File: config.mk
export PLATFORM = sky130hd
export DESIGN_NAME = aes_stream_adapter
export DESIGN_NICKNAME = d
export VERILOG_FILES = /design/src/rtl/aes_stream_adapter.sv
export SDC_FILE = /design/constraint.sdc
export NUM_CORES = 1
export LEC_CHECK = 0
export ABC_AREA = 1
export CAP_MARGIN = 10
export CORE_AREA = 3 3 231 233
export DETAILED_ROUTE_END_ITERATION = 16
export DIE_AREA = 0 0 234 236
export PLACE_DENSITY_LB_ADDON = 0.08
export RECOVER_POWER = 25
export SYNTH_ARGS = -nofsm -noshare
export SYNTH_HDL_FRONTEND = slang
export SYNTH_SLANG_ARGS = --single-unit
File: constraint.sdc
create_clock -name CLK -period 4.9 [get_ports CLK]
set_clock_uncertainty 0.15 [all_clocks]
set_input_delay 0.49 -clock CLK [delete_from_list [all_inputs] [get_ports CLK]]
set_output_delay 0.49 -clock CLK [all_outputs]
set_load 0.01 [all_outputs]
File: src/rtl/aes_stream_adapter.sv
// Word-stream front end for a block AES core: packs four input words into a block,
// runs the core with a bounded wait for its result, then streams the ciphertext back out.
module aes_stream_adapter #(
  parameter  int BLOCK_LENGTH = 128,
  parameter  int KEY_LENGTH   = 128,
  parameter  int TIMEOUT      = 64,
  localparam int WORD_W       = BLOCK_LENGTH / 4
) (
  input  logic                    CLK,
  input  logic                    RST,
  input  logic [KEY_LENGTH-1:0]   KEY,
  input  logic [WORD_W-1:0]       IN_DATA,
  input  logic                    IN_VALID,
  output logic                    IN_READY,
  output logic [WORD_W-1:0]       OUT_DATA,
  output logic                    OUT_VALID,
  input  logic                    OUT_READY,
  output logic [BLOCK_LENGTH-1:0] PT,
  output logic [KEY_LENGTH-1:0]   M_KEY,
  output logic                    En,
  input  logic [BLOCK_LENGTH-1:0] CT,
  input  logic                    Valid,
  output logic                    ERR,
  output logic [15:0]             BLK_CNT
);

  localparam int TW = $clog2(TIMEOUT + 1);

  typedef enum logic [1:0] {COLLECT, RUN, DRAIN} state_e;

  state_e                  state_q, state_d;
  logic [1:0]              wi_q, wi_d;
  logic [1:0]              wj_q, wj_d;
  logic [TW-1:0]           tmo_q, tmo_d;
  logic [BLOCK_LENGTH-1:0] pt_q, pt_d;
  logic [KEY_LENGTH-1:0]   key_q, key_d;
  logic [BLOCK_LENGTH-1:0] buf_q, buf_d;
  logic [15:0]             blk_cnt_q, blk_cnt_d;
  logic                    err_q, err_d;

  always_ff @(posedge CLK) begin
    if (RST) begin
      state_q   <= COLLECT;
      wi_q      <= '0;
      wj_q      <= '0;
      tmo_q     <= '0;
      pt_q      <= '0;
      key_q     <= '0;
      buf_q     <= '0;
      blk_cnt_q <= '0;
      err_q     <= 1'b0;
    end else begin
      state_q   <= state_d;
      wi_q      <= wi_d;
      wj_q      <= wj_d;
      tmo_q     <= tmo_d;
      pt_q      <= pt_d;
      key_q     <= key_d;
      buf_q     <= buf_d;
      blk_cnt_q <= blk_cnt_d;
      err_q     <= err_d;
    end
  end

  always_comb begin
    state_d   = state_q;
    wi_d      = wi_q;
    wj_d      = wj_q;
    tmo_d     = tmo_q;
    pt_d      = pt_q;
    key_d     = key_q;
    buf_d     = buf_q;
    blk_cnt_d = blk_cnt_q;
    err_d     = 1'b0;
    IN_READY  = (state_q == COLLECT);
    OUT_VALID = (state_q == DRAIN);
    En        = (state_q == RUN);
    OUT_DATA  = buf_q[BLOCK_LENGTH-1-WORD_W*int'(wj_q) -: WORD_W];
    case (state_q)
      COLLECT: begin
        if (IN_VALID) begin
          pt_d[BLOCK_LENGTH-1-WORD_W*int'(wi_q) -: WORD_W] = IN_DATA;
          wi_d = wi_q + 2'd1;
          if (wi_q == 2'd3) begin
            key_d   = KEY;
            tmo_d   = '0;
            state_d = RUN;
          end
        end
      end
      RUN: begin
        tmo_d = tmo_q + TW'(1);
        // A result arriving on the last allowed cycle takes priority over the timeout.
        if (Valid) begin
          buf_d     = CT;
          blk_cnt_d = blk_cnt_q + 16'd1;
          wj_d      = '0;
          state_d   = DRAIN;
        end else if (tmo_q == TW'(TIMEOUT - 1)) begin
          err_d   = 1'b1;
          state_d = COLLECT;
        end
      end
      DRAIN: begin
        if (OUT_READY) begin
          wj_d = wj_q + 2'd1;
          if (wj_q == 2'd3) state_d = COLLECT;
        end
      end
      default: state_d = COLLECT;
    endcase
  end

  assign PT      = pt_q;
  assign M_KEY   = key_q;
  assign ERR     = err_q;
  assign BLK_CNT = blk_cnt_q;

endmodule

==> metrics.txt <==
Compound-Gate Fraction of Synth Area 0.1762; Residual DRC 0; ys flop type dfxtp_1; final hold viol count 0; Root Driver clkbuf_16; Synth Area in XOR/XNOR 0.0005361; Mean Syn Cell Area about 7.4 sq um; num ports 601; core area between 50000 and 60000 sq um; post-route minimum period 3.641 ns; CTS Sinks 414; startpoint types register; Seq/Total Area, Yosys 0.5073; row count 83; TritonCTS clock tree built; final setup vio count 0; via count around 16000; leakage approximately 8.9 nW; post-CTS resize count 0; cell-internal power between 0.006 and 0.007 W; crit-path max FO 35; first-pass GRT wire length between 90 and 100 mm; H-tree depth 2; Non-Filler Instances about 3400; dominant cell type by area after synthesis dfxtp_1; CTS hold repair buffers 0; Max Freq roughly 270 MHz; switching share of power 0.2343; violated checks max-capacitance violations, max-slew violations; die width 234 um; adder-cell area share of the yosys netlist 0.005361; unrepaired setup endpoints after global routing no; Reg-to-Reg Start wi_q[1]; Worst IR Drop VDD between 0.0002 and 0.0003 V; Post-synth top cells 684 x nand2_1, 414 x dfxtp_1, 339 x a21oi_1; Port Buffers 600; Synth area leaders dfxtp_1 51%, nand2_1 16%, a21oi_1 10%; clk_lat worst skew between 0.5 and 0.6 ns; status complete, but fails checks; Mapped Cells ~2200; #FFs+latches synth between 400 and 500; EDFF count, synth 0; Core Util, Final 0.4722; Tot Pwr roughly 0.0079 W; final setup TNS 0 ns; Max Cap Viol 1; worst setup path startpoint wj_q[1]; syn_nets ~2500; asr flop ratio synth 0; TritonRoute pass-1 iters 5; Layout Nets 3000; hold path start RST; Hold WC Path Type input port to register; max-slew violation count 36; Max clock buf depth 3; GRT Util Overall 0.2238; share of cells above drive strength 1 0.04861; initial antenna violation count 18; yosys warns 0; clock share of power 0.471; GPL Wtd Cong around 0.82; post-route ant nets 0; global route total overflow 0; DP Cell Count 3329; WL per Instance between 15 and 20 um; most frequent cell after synthesis nand2_1; Net Sw Power 0.001857 W; crit path DAT ~3 ns; dpl hpwl about 46 mm; power per cell area 326.5 nW/um^2; Worst Setup Path Type register to output port; post-synth cell types 30; sequential power share 0.437; DRT iter0 DRCs 929; largest net degree at the start of global routing between 100 and 150; Final Cycle Share 0.7430; Synth Cell Area 16340 sq um; Slew @ Worst Pin between 1.5 and 2 ns; Slew HR -0.06409; Die ar. between 50000 and 60000 sq um; vias in the first global route 15560; clk slew on worst S/H paths roughly 0.06 ns; largest family of logic cells by synthesized area simple AND/OR/NAND/NOR gates; Die Y-Extent around 240 um; dpl ws around 1.4 ns; combinational power share 0.093; Via density around 4.8; Post-Synth Simple-Gate Area 0.2530; setup bufs post-CTS 0; Starting Density 0.3178; WL final between 60 and 70 mm; P&R area growth vs syn 48.59%; Synth top area share 0.5073; TritonCTS Buffers 48; Worst Path Required between 4 and 5 ns; mux contribution to synthesized area 0; CP endpoint kind output port; final worst slack 1.259 ns
-- power groups by stage --
| stage | combinational [W] | sequential, W | clock, W |
|---|---|---|---|
| 3_5_place_dp | 0.000746 | 0.00353 | 0 |
| 2_1_floorplan | 0.000279 | 0.00354 | 0 |
| 3_3_place_gp | 0.000745 | 0.00353 | 0 |
| 5_1_grt | 0.000793 | 0.00346 | 0.00396 |
| 4_1_cts | 0.000750 | 0.00346 | 0.00383 |
| 6_report | 0.000734 | 0.00346 | 0.00373 |
-- area by class of cell --
cell class                      count  area [sq um]
Inverter                           32         131.4
Timing Repair Buffer              620          6211
Fill cell                        5136         27130
Sequential cell                   414          8289
Clock inverter                     16         212.7
Clock buffer                       70          1435
Tap cell                          680         850.8
Antenna cell                       10         25.02
Multi-Input combinational cell   1584          7121
-- registers in the layout, indices dropped and copies added, names as in the netlist --
name     count
BLK_CNT     16
ERR          1
M_KEY      128
PT         128
buf_q      128
state_q      2
tmo_q        7
wi_q         2
wj_q         2
-- per-stage QoR --
| step | hold WS (ns) | cell area (sq um) |
|---|---|---|
| 2_1_floorplan | 0.2900 | 16340 |
| 3_3_place_gp | 0.2991 | 22580 |
| 3_5_place_dp | 0.3018 | 22580 |
| 4_1_cts | 0.2500 | 24230 |
| 5_1_grt | 0.2778 | 24270 |
| 6_report | 0.2496 | 24280 |
-- cells in the final DEF (no fill, tap or decap) --
cell type and instances:
nand2_1 684, clkdlybuf4s50_1 426, dfxtp_1 413, a21oi_1 339
nor2_1 188, dlygate4sd3_1 173, o21ai_0 108, nand3_1 108
clkbuf_16 49, o21a_1 34, o22ai_1 32, o21ai_1 31
inv_1 26, or2_2 20, buf_4 16, clkbuf_8 13
or2_1 12, diode_2 10, clkinv_2 10, clkbuf_1 8
ha_1 7, bufinv_16 5, inv_6 4, buf_12 4
inv_2 3, nand2_4 3, o21bai_1 3, nor3b_1 3
nand4_1 3, nor3_1 2, nor2_4 1, nand2_2 1
nand3_4 1, nor2_2 1, xor2_1 1, a211oi_1 1
nor4_1 1, buf_8 1, dfxtp_2 1
-- routing by layer --
metal	share of wire	vias up	routed length (um)	track usage
met5	0.0013	-	86	0
met4	0.036	14	2348	0.09163
met3	0.086	124	5638	0.06727
met2	0.47	569	31020	0.3738
met1	0.40	7562	26220	0.2668
li1	-	8213	-	-
-- critical path: stages, from the launching register on --
cell and delay [ns]:
dfxtp_1 0.29, buf_4 0.26, inv_1 0.53, buf_4 0.33, o21ai_0 0.11, o22ai_1 0.28
clkdlybuf4s50_1 0.60
-- cells by family after synthesis --
family | Yosys count
AND/OR/NAND/NOR | 1028
adder cells (fa/ha/maj) | 7
buffers and inverters | 208
flip-flops | 414
AO/OA/AOI/OAI | 548
XOR/XNOR | 1
-- worst paths after layout --
path,end,slack (ns),cells after the start
max,OUT_DATA[15],1.26,6
min,PT[11],0.25,2
max reg2reg,M_KEY[55],1.27,6
min reg2reg,M_KEY[84],0.31,2
(Power assumes the default switching activity.)
==> variant: new RTL, config.mk and constraints unchanged <==
`TIMEOUT`: 64 -> 32.
--- a/src/rtl/aes_stream_adapter.sv
+++ b/src/rtl/aes_stream_adapter.sv
@@ -3,7 +3,7 @@
 module aes_stream_adapter #(
   parameter  int BLOCK_LENGTH = 128,
   parameter  int KEY_LENGTH   = 128,
-  parameter  int TIMEOUT      = 64,
+  parameter  int TIMEOUT      = 32,
   localparam int WORD_W       = BLOCK_LENGTH / 4
 ) (
   input  logic                    CLK,
Function: same outputs for any inputs over 4 cycles, from zero or initial values and one cycle with RST high; that may be too few to reach the edited logic, so the function may still have changed.
==> variant against the original RTL <==
The flow still finishes with violations (max-capacitance violations, max-slew violations). Final cell count decreased by 1.1%. Routed wire length is 0.95% lower. Sequential cell count is 1 lower. Die area stayed put. Setup slack worse by 0.10 ns. Design area shrank 0.43%. Total power is 2.4% lower. Synthesized area about the same. Critical path type is now input pin to flop. Critical endpoint is now BLK_CNT[12]. Largest cell class unchanged.
==> variant: results (changes against the original RTL) <==
\begin{tabular}{lr}
\hline
Metric & Value \\
\hline
\multicolumn{2}{l}{\textbf{Cells and area}} \\
Utilization after layout & 0.4702 (-0.002044) \\
Signal buffers & 626 (+0.97\%) \\
Share of the final layout cell area in multi-input gates & 0.2954 (+0.002052) \\
Sequential cell area share & 0.3422 (+0.0007082) \\
Comb\_multi\_in & 1544 (-2.5\%) \\
Fraction of layout instances using a drive strength above 1 & 0.04959 (+0.0009818) \\
Filler-free cell count of the finished design & 3388 (-1.1\%) \\
Cell area after layout & 24170 µm² (-0.43\%) \\
Antenna fix cells & 6 (-4) \\
\multicolumn{2}{l}{\textbf{Placed design}} \\
Routability cong. & 0.8293 (+1.2\%) \\
Number of instances in the placed design & 3297 (-0.96\%) \\
Instance area after placement & 22650 µm² (+0.28\%) \\
\multicolumn{2}{l}{\textbf{Power}} \\
Lkg Pwr & 8.246 nW (-7.3\%) \\
Switching portion of total power & 0.2378 (+0.003552) \\
Clock group & 0.00357 W (-4\%) \\
Worst ir drop on vdd & 218.0 µV (-18\%) \\
\multicolumn{2}{l}{\textbf{Yosys}} \\
Cells taking the most area after synthesis & dfxtp\_1 (51\%), nand2\_1 (13\%), a21oi\_1 (10\%) \\
Syn Inst Count & 2175 (-1.4\%) \\
Number of unique standard cell types used by synthesis & 32 (+6.7\%) \\
Net count of the mapped netlist & 2475 (-1.2\%) \\
\multicolumn{2}{l}{\textbf{Timing}} \\
Worst Max-Slew Pin Slew & 3.218 ns (+1.624 ns) \\
Total count of max-transition violations in the final report & 202 (+460\%) \\
\multicolumn{2}{l}{\textbf{Worst setup path}} \\
Data arrival time of the worst path & 4.10 ns (+1.10 ns) \\
Slowest stage delay, CP & 1.13 ns (+0.53 ns) \\
Standard cell with the maximum stage delay on the critical path & clkinvlp\_2 \\
Crit Path Max Fanout & 61 (+74\%) \\
\multicolumn{2}{l}{\textbf{Run status}} \\
Violations in the final reports & max-capacitance violations, max-slew violations \\
Outcome & finished with violations \\
\multicolumn{2}{l}{\textbf{Global routing}} \\
Pin count of the biggest net entering global routing & 115 (-2.5\%) \\
Via count of the first global-routing pass & 15.94k (+2.4\%) \\
\multicolumn{2}{l}{\textbf{Job}} \\
Number of violations of the max-capacitance limit & 3 (+2) \\
\multicolumn{2}{l}{\textbf{Detailed routing}} \\
Routed wire length & 64.70 mm (-0.95\%) \\
Iter 0 DRT Violations & 1002 (+7.9\%) \\
\hline
\end{tabular}
-- variant: changes by cell type after synthesis, sizes merged, moves of 2 or more --
cell	before	now
nand3	109	237
nand2	688	587
o21ai	139	77
nor2	190	154
o31ai	0	32
clkbuf	95	101
nor3b	3	0
and3	0	2
buf	81	83
nor3	2	4
o21bai	3	1
-- variant: kinds of logic after synthesis --
family	count (synthesis)	share of synthesized area
and+or+nand+nor	1020	0.2603
AOI/OAI and AO/OA	516	0.1708
adders and majority gates	7	0.005358
xor gates and xnor gates	1	0.0005359
DFF	413	0.5058
buffers and inverters	218	0.05717
-- variant: critical path: cells and delay by family --
| family | cells | cell delay, ns |
|---|---|---|
| buffers and inverters | 3 | 2.70 |
| AND/OR/NAND/NOR | 6 | 0.88 |
-- variant: routing by layer --
layer | GRT usage | vias to the layer above | wire length, µm
li1 | - | 8226 | -
met1 | 0.2731 | 7783 | 25850
met2 | 0.3913 | 520 | 32440
met3 | 0.06775 | 63 | 5358
met4 | 0.05212 | 4 | 1023
met5 | 0 | - | 27
-- variant: path summary, 6_finish.rpt --
kind / startpoint / depth (start not counted) / end / slack [ns]
hold reg to reg: PT[8] / 2 / PT[8] / 0.30
setup / recovery: Valid / 9 / BLK_CNT[12] / 1.16
hold / removal: RST / 2 / BLK_CNT[11] / 0.28
setup reg to reg: state_q[1] / 9 / BLK_CNT[12] / 1.28
-- variant: stage by stage --
stage	setup slack (ns)	hold WS [ns]	power [W]
floorplan	2.966	0.2909	0.003810
global placement	1.631	0.2886	0.004238
detailed placement	1.604	0.2917	0.004243
CTS	1.154	0.2442	0.007859
global route	0.7673	0.3023	0.008025
finish	1.157	0.2812	0.007736
